## config.mk

```make
export PLATFORM = sky130hd
export DESIGN_NAME = io_out_buffer_flat
export DESIGN_NICKNAME = d
export VERILOG_FILES = /design/src/rtl/io_pkg.sv /design/src/rtl/io_out_buffer_if.sv /design/src/rtl/io_fifo_regs.sv /design/src/rtl/io_out_buffer.sv /design/src/flat_wrapper.sv
export SDC_FILE = /design/constraint.sdc
export NUM_CORES = 1
export LEC_CHECK = 0
export CORE_ASPECT_RATIO = 0.8
export CORE_MARGIN = 1
export CORE_UTILIZATION = 52
export DETAILED_ROUTE_END_ITERATION = 8
export PLACE_DENSITY = 0.85
export SLEW_MARGIN = 20
export SYNTH_ARGS = -nofsm -noshare
export SYNTH_HDL_FRONTEND = slang
export SYNTH_SLANG_ARGS = --single-unit
```

## constraint.sdc

```tcl
create_clock -name clk -period 2.84 [get_ports clk]
set_input_delay 0.568 -clock clk [delete_from_list [all_inputs] [get_ports clk]]
set_output_delay 0.568 -clock clk [all_outputs]
set_load 0.01 [all_outputs]
```

## src/rtl/io_pkg.sv

```systemverilog
// Shared I/O definitions for the I/O unit, output buffer and decoder.
// Holds the data-path width and the IN/OUT control codes.
// No logic beyond a small decode helper.
package io_pkg;

    localparam int DATA_W = 32;

    localparam logic [5:0] IO_OP_IN  = 6'b111110;
    localparam logic [5:0] IO_OP_OUT = 6'b111101;

    // Only an OUT instruction may strobe the output buffer; IN and all
    // other codes leave it idle.
    function automatic logic io_out_wr_en(input logic [5:0] op, input logic exec);
        return exec && (op == IO_OP_OUT);
    endfunction

endpackage

```

## src/rtl/io_out_buffer_if.sv

```systemverilog
// Bundle between the core-side I/O unit / peripheral and the output buffer.
// Pure wiring: no storage, no latency.
// Carries the write strobe with its full stall, and the dev valid/ready pair.
interface io_out_buffer_if #(
    parameter int DATA_W = 32,
    parameter int ADDR_W = 2
);
    logic              wr_en;
    logic [DATA_W-1:0] wr_data;
    logic              full;
    logic              empty;
    logic [ADDR_W:0]   count;
    logic              overflow;
    logic              clr_ovf;
    logic              dev_valid;
    logic [DATA_W-1:0] dev_data;
    logic              dev_ready;

    // Environment side: drives writes, clears and the peripheral ready.
    modport master (
        output wr_en, wr_data, clr_ovf, dev_ready,
        input  full, empty, count, overflow, dev_valid, dev_data
    );

    // Buffer side.
    modport slave (
        input  wr_en, wr_data, clr_ovf, dev_ready,
        output full, empty, count, overflow, dev_valid, dev_data
    );
endinterface

```

## src/rtl/io_fifo_regs.sv

```systemverilog
// Register-array storage for the output FIFO: one write port, one async read port.
// Write lands at the clock edge; read data follows raddr combinationally.
// No flow control here; the owner decides when we may assert.
module io_fifo_regs #(
    parameter int DATA_W = 32,
    parameter int DEPTH  = 4,
    parameter int ADDR_W = 2
) (
    input  logic              clk,
    input  logic              we,
    input  logic [ADDR_W-1:0] waddr,
    input  logic [DATA_W-1:0] wdata,
    input  logic [ADDR_W-1:0] raddr,
    output logic [DATA_W-1:0] rdata
);
    logic [DATA_W-1:0] mem [DEPTH];

    // Contents are deliberately not reset; valid tracking lives with the pointers.
    always_ff @(posedge clk) begin
        if (we) begin
            mem[waddr] <= wdata;
        end
    end

    assign rdata = mem[raddr];

endmodule

```

## src/rtl/io_out_buffer.sv

```systemverilog
// Output-port FIFO between the I/O unit's OUT path and an external peripheral.
// Write at edge N is visible on dev_data/dev_valid after edge N; poppable at N+1.
// full stalls the core; a write while full with no pop is dropped and flagged.
module io_out_buffer #(
    parameter int DATA_W = io_pkg::DATA_W,
    parameter int DEPTH  = 4,
    parameter int ADDR_W = 2
) (
    input logic               clk,
    input logic               rst,
    io_out_buffer_if.slave    bus
);
    localparam logic [ADDR_W:0] FULL_CNT = (ADDR_W + 1)'(DEPTH);

    logic [ADDR_W-1:0] rd_ptr;
    logic [ADDR_W-1:0] wr_ptr;
    logic [ADDR_W:0]   count_q;
    logic              overflow_q;
    logic              full;
    logic              empty;
    logic              push;
    logic              pop;
    logic              drop;
    logic [DATA_W-1:0] head_data;

    // Flags decode from the registered occupancy only.
    always_comb begin
        full  = (count_q == FULL_CNT);
        empty = (count_q == '0);
    end

    // Handshake qualification: a pop frees a slot in the same cycle, so a
    // write while full is still accepted when the head leaves.
    always_comb begin
        pop  = !empty && bus.dev_ready;
        push = bus.wr_en && (!full || pop);
        drop = bus.wr_en && full && !pop;
    end

    io_fifo_regs #(
        .DATA_W (DATA_W),
        .DEPTH  (DEPTH),
        .ADDR_W (ADDR_W)
    ) u_regs (
        .clk   (clk),
        .we    (push),
        .waddr (wr_ptr),
        .wdata (bus.wr_data),
        .raddr (rd_ptr),
        .rdata (head_data)
    );

    // Pointers wrap at DEPTH; count is what tells full from empty.
    always_ff @(posedge clk or posedge rst) begin
        if (rst) begin
            wr_ptr <= '0;
            rd_ptr <= '0;
        end else begin
            if (push) begin
                wr_ptr <= wr_ptr + 1'b1;
            end
            if (pop) begin
                rd_ptr <= rd_ptr + 1'b1;
            end
        end
    end

    // Occupancy: simultaneous push and pop cancel out.
    always_ff @(posedge clk or posedge rst) begin
        if (rst) begin
            count_q <= '0;
        end else if (push && !pop) begin
            count_q <= count_q + 1'b1;
        end else if (pop && !push) begin
            count_q <= count_q - 1'b1;
        end
    end

    // Sticky drop flag; a fresh drop beats a clear in the same cycle.
    always_ff @(posedge clk or posedge rst) begin
        if (rst) begin
            overflow_q <= 1'b0;
        end else if (drop) begin
            overflow_q <= 1'b1;
        end else if (bus.clr_ovf) begin
            overflow_q <= 1'b0;
        end
    end

    // Outputs: head word falls through; nothing here depends on wr_* directly.
    always_comb begin
        bus.full      = full;
        bus.empty     = empty;
        bus.count     = count_q;
        bus.overflow  = overflow_q;
        bus.dev_valid = !empty;
        bus.dev_data  = head_data;
    end

endmodule

```

## src/flat_wrapper.sv

```systemverilog
// flat-port wrapper written by rule: the top's interface ports become plain ports
module io_out_buffer_flat 
#(
    parameter int DATA_W = io_pkg::DATA_W,
    parameter int DEPTH  = 4,
    parameter int ADDR_W = 2
)
  (clk, rst, bus_wr_en, bus_wr_data, bus_clr_ovf, bus_dev_ready, bus_full, bus_empty, bus_count, bus_overflow, bus_dev_valid, bus_dev_data);
  io_out_buffer_if #(.DATA_W(DATA_W), .ADDR_W(ADDR_W)) bus_i ();
  input logic clk;
  input logic rst;
  input wire logic [$bits(bus_i.wr_en)-1:0] bus_wr_en;
  input wire logic [$bits(bus_i.wr_data)-1:0] bus_wr_data;
  input wire logic [$bits(bus_i.clr_ovf)-1:0] bus_clr_ovf;
  input wire logic [$bits(bus_i.dev_ready)-1:0] bus_dev_ready;
  output wire logic [$bits(bus_i.full)-1:0] bus_full;
  output wire logic [$bits(bus_i.empty)-1:0] bus_empty;
  output wire logic [$bits(bus_i.count)-1:0] bus_count;
  output wire logic [$bits(bus_i.overflow)-1:0] bus_overflow;
  output wire logic [$bits(bus_i.dev_valid)-1:0] bus_dev_valid;
  output wire logic [$bits(bus_i.dev_data)-1:0] bus_dev_data;
  assign bus_i.wr_en = bus_wr_en;
  assign bus_i.wr_data = bus_wr_data;
  assign bus_i.clr_ovf = bus_clr_ovf;
  assign bus_i.dev_ready = bus_dev_ready;
  assign bus_full = bus_i.full;
  assign bus_empty = bus_i.empty;
  assign bus_count = bus_i.count;
  assign bus_overflow = bus_i.overflow;
  assign bus_dev_valid = bus_i.dev_valid;
  assign bus_dev_data = bus_i.dev_data;
  io_out_buffer #(.DATA_W(DATA_W), .DEPTH(DEPTH), .ADDR_W(ADDR_W)) u_core (.clk(clk), .rst(rst), .bus(bus_i));
endmodule
```

==> impl_metrics.yaml <==
synthesis:
  netlist_area_um2: 5107
  ys_warn_count: 0
  syn_area_per_cell_um2: 24.32
  yosys-top-cells-count: "edfxtp_1 (128), mux4_2 (32), dfrtp_1 (8)"
  synth_seq_cells: 136
  yosysTopAreaCell: "edfxtp_1"
  synthCells: 210
  syn_nets: 253
  synth.most_common_cell: "edfxtp_1"
  async_flop_share_pct: 5.882
  synth_top_area_share_pct: 75.26
  ys_seq_area_share_pct: 79.18
  ys_top_cells_by_area: "edfxtp_1 (75%), mux4_2 (14%), dfrtp_1 (3.9%), ha_1 (1.2%), buf_6 (0.88%)"
  synth_edf_count: 128
  synth_flop_cell: "edfxtp_1"
  ys_types: 23
routing:
  vias: 2374
  route.antenna.remaining_nets: 0
  wl_um: 8812
  drt-vias-per-instance: 5.470
  drc: 0
  wl_per_cell_um: 20.30
  drtIter0Drc: 143
  dr.pass1.iters: 4
power:
  finalPower_mw: 7.151
  max-vdd-ir-drop_mv: 0.6548
  pwr_density_cell_nw_per_um2: 1083
  p_leak_nw: 2.243
critical_path:
  crit_path_start_kind: "register"
  crit_arrival_ns: 2.08
  required_ns: 2.27
  crit_type: "reg -> out"
  end_kind: "primary output"
  worst-path-max-fanout: 20
cts:
  htreeDepth: 4
  cts_buffers: 17
  root_buffer: "clkbuf_16"
  clock_latency_ns: 0.40
  cts_buffer_depth: 2
  cts_tree: "yes"
  cts.clk_slew.worst_paths_ns: 0.06
  cts_hold_buffers: 0
  cts_sinks: 136
global_routing:
  grt_use_total_pct: 19.56
  grt_overflow: 0
  first_global_vias: 2631
  grt_start_max_net_pins: 33
  grt_first_pass_wirelength_um: 14210
  antenna_found_initial: 0
floorplan:
  core_um2: 9309
  die_y_um: 90.64
  die_x_um: 112.8
  io_pins: 76
  rows: 31
  start_util_pct: 54.87
  die_area_um2: 10220
final_layout:
  final_util_pct: 70.94
  final_cells: 434
  antenna_cells: 0
  drive_gt1_share_pct: 24.76
  design_area_um2: 6604
  area_growth_pct: 29.30
  fin_nets: 350
place:
  dp_cells: 401
  hpwl_um: 5379
  dpl_cell_area_um2: 6032
  portBuffers: 75
  place_congestion: 0.6802
  post-place-ws_ns: 0.2625
sta:
  finalSetupViolCount: 0
  fin_crit_ns: 2.647
  max_freq_mhz: 377.8
  finalWorstSetupSlack_ns: 0.1930
  rsz0062_at_grt: "false"
  skew_ns: 0.005853
  holdWs_ns: 0.4122
  finalCritPeriodShare_pct: 93.21
  hold_viol: 0
  setup_tns_ns: 0
  tightest_slew_ns: 0.8543
  slew_violations: 0
  slew_headroom_pct: 43.05
hold_path:
  min_path_type: "in -> async"
status:
  status: "complete, no violations"
flow_run:
  max_cap_viol_count: 0
where the power goes:
| part | internal, mW | total, mW | switching, mW |
|---|---|---|---|
| logic | 1.31 | 2.28 | 0.975 |
| clock network | 1.28 | 2.04 | 0.768 |
| registers | 2.66 | 2.83 | 0.171 |
repair_timing:
item | in CTS | in global routing
endpoints found under the setup margin | 4 | 0
resized for setup | 0 | 0
setup buffers | 2 | 0
cells in the final DEF (no fill, tap or decap), types with 2 or more instances in the layout:
cell,n
and2_2,4
buf_12,2
buf_4,10
bufinv_16,2
clkbuf_16,17
clkdlybuf4s50_1,75
clkinv_1,5
clkinv_2,2
dfrtp_1,7
edfxtp_1,128
ha_1,5
inv_1,6
inv_6,3
mux4_2,32
nand2_1,2
xnor2_1,4
xor2_1,2
critical path, stage by stage (launching register included):
cell,delay [ns]
dfrtp_2,0.41
buf_12,0.21
mux4_2,0.54
clkdlybuf4s50_1,0.50
cell families after synthesis:
group,Yosys count,share of synthesized area (%)
flops,136,79.18
mux,34,14.63
buf+inv,15,1.837
simple gates,12,1.617
xor+xnor,6,1.029
fa+ha+maj,6,1.617
compound gates,1,0.09790
final cells by class:
cell class,count,area [um2]
sequential,136,4045
clock inverter,14,131.4
tap,115,143.9
inverter,6,22.52
fill,564,2705
multi-input combinational,59,969.7
clock buffer,17,425.4
timing repair buffer,87,865.8
layer usage:
layer	vias up	wire length, um	part of all wire [%]	global-route usage [%]
met5	-	0	0	0
met4	0	95	1.1	6.667
met3	10	549	6.2	6.980
met2	89	4284	49	30.61
met1	1207	3883	44	25.72
li1	1068	-	-	-
state kept, by name (all words and copies together) (netlist names):
name / count
u_core.bus.count: 3
u_core.rd_ptr: 2
u_core.wr_ptr: 2
u_core.bus.overflow: 1
u_core.u_regs.mem: 128
worst paths after layout:
kind / start / endpoint / cells after the start / slack [ns]
setup / recovery: u_core.rd_ptr[0]$_DFFE_PP0N_ / bus_dev_data[0] / 3 / 0.19
hold / removal: rst / u_core.rd_ptr[0]$_DFFE_PP0N_ / 2 / 0.41
setup reg to reg: u_core.bus.count[0]$_DFFE_PP0P_ / u_core.bus.count[2]$_DFFE_PP0P_ / 8 / 0.56
hold reg to reg: u_core.bus.overflow$_DFFE_PP0P_ / u_core.bus.overflow$_DFFE_PP0P_ / 2 / 0.54
max in group asynchronous: rst / u_core.rd_ptr[0]$_DFFE_PP0N_ / 2 / 2.17
min in group clk: u_core.bus.overflow$_DFFE_PP0P_ / u_core.bus.overflow$_DFFE_PP0P_ / 2 / 0.54
Note: power is estimated with default switching activity, not from simulation.
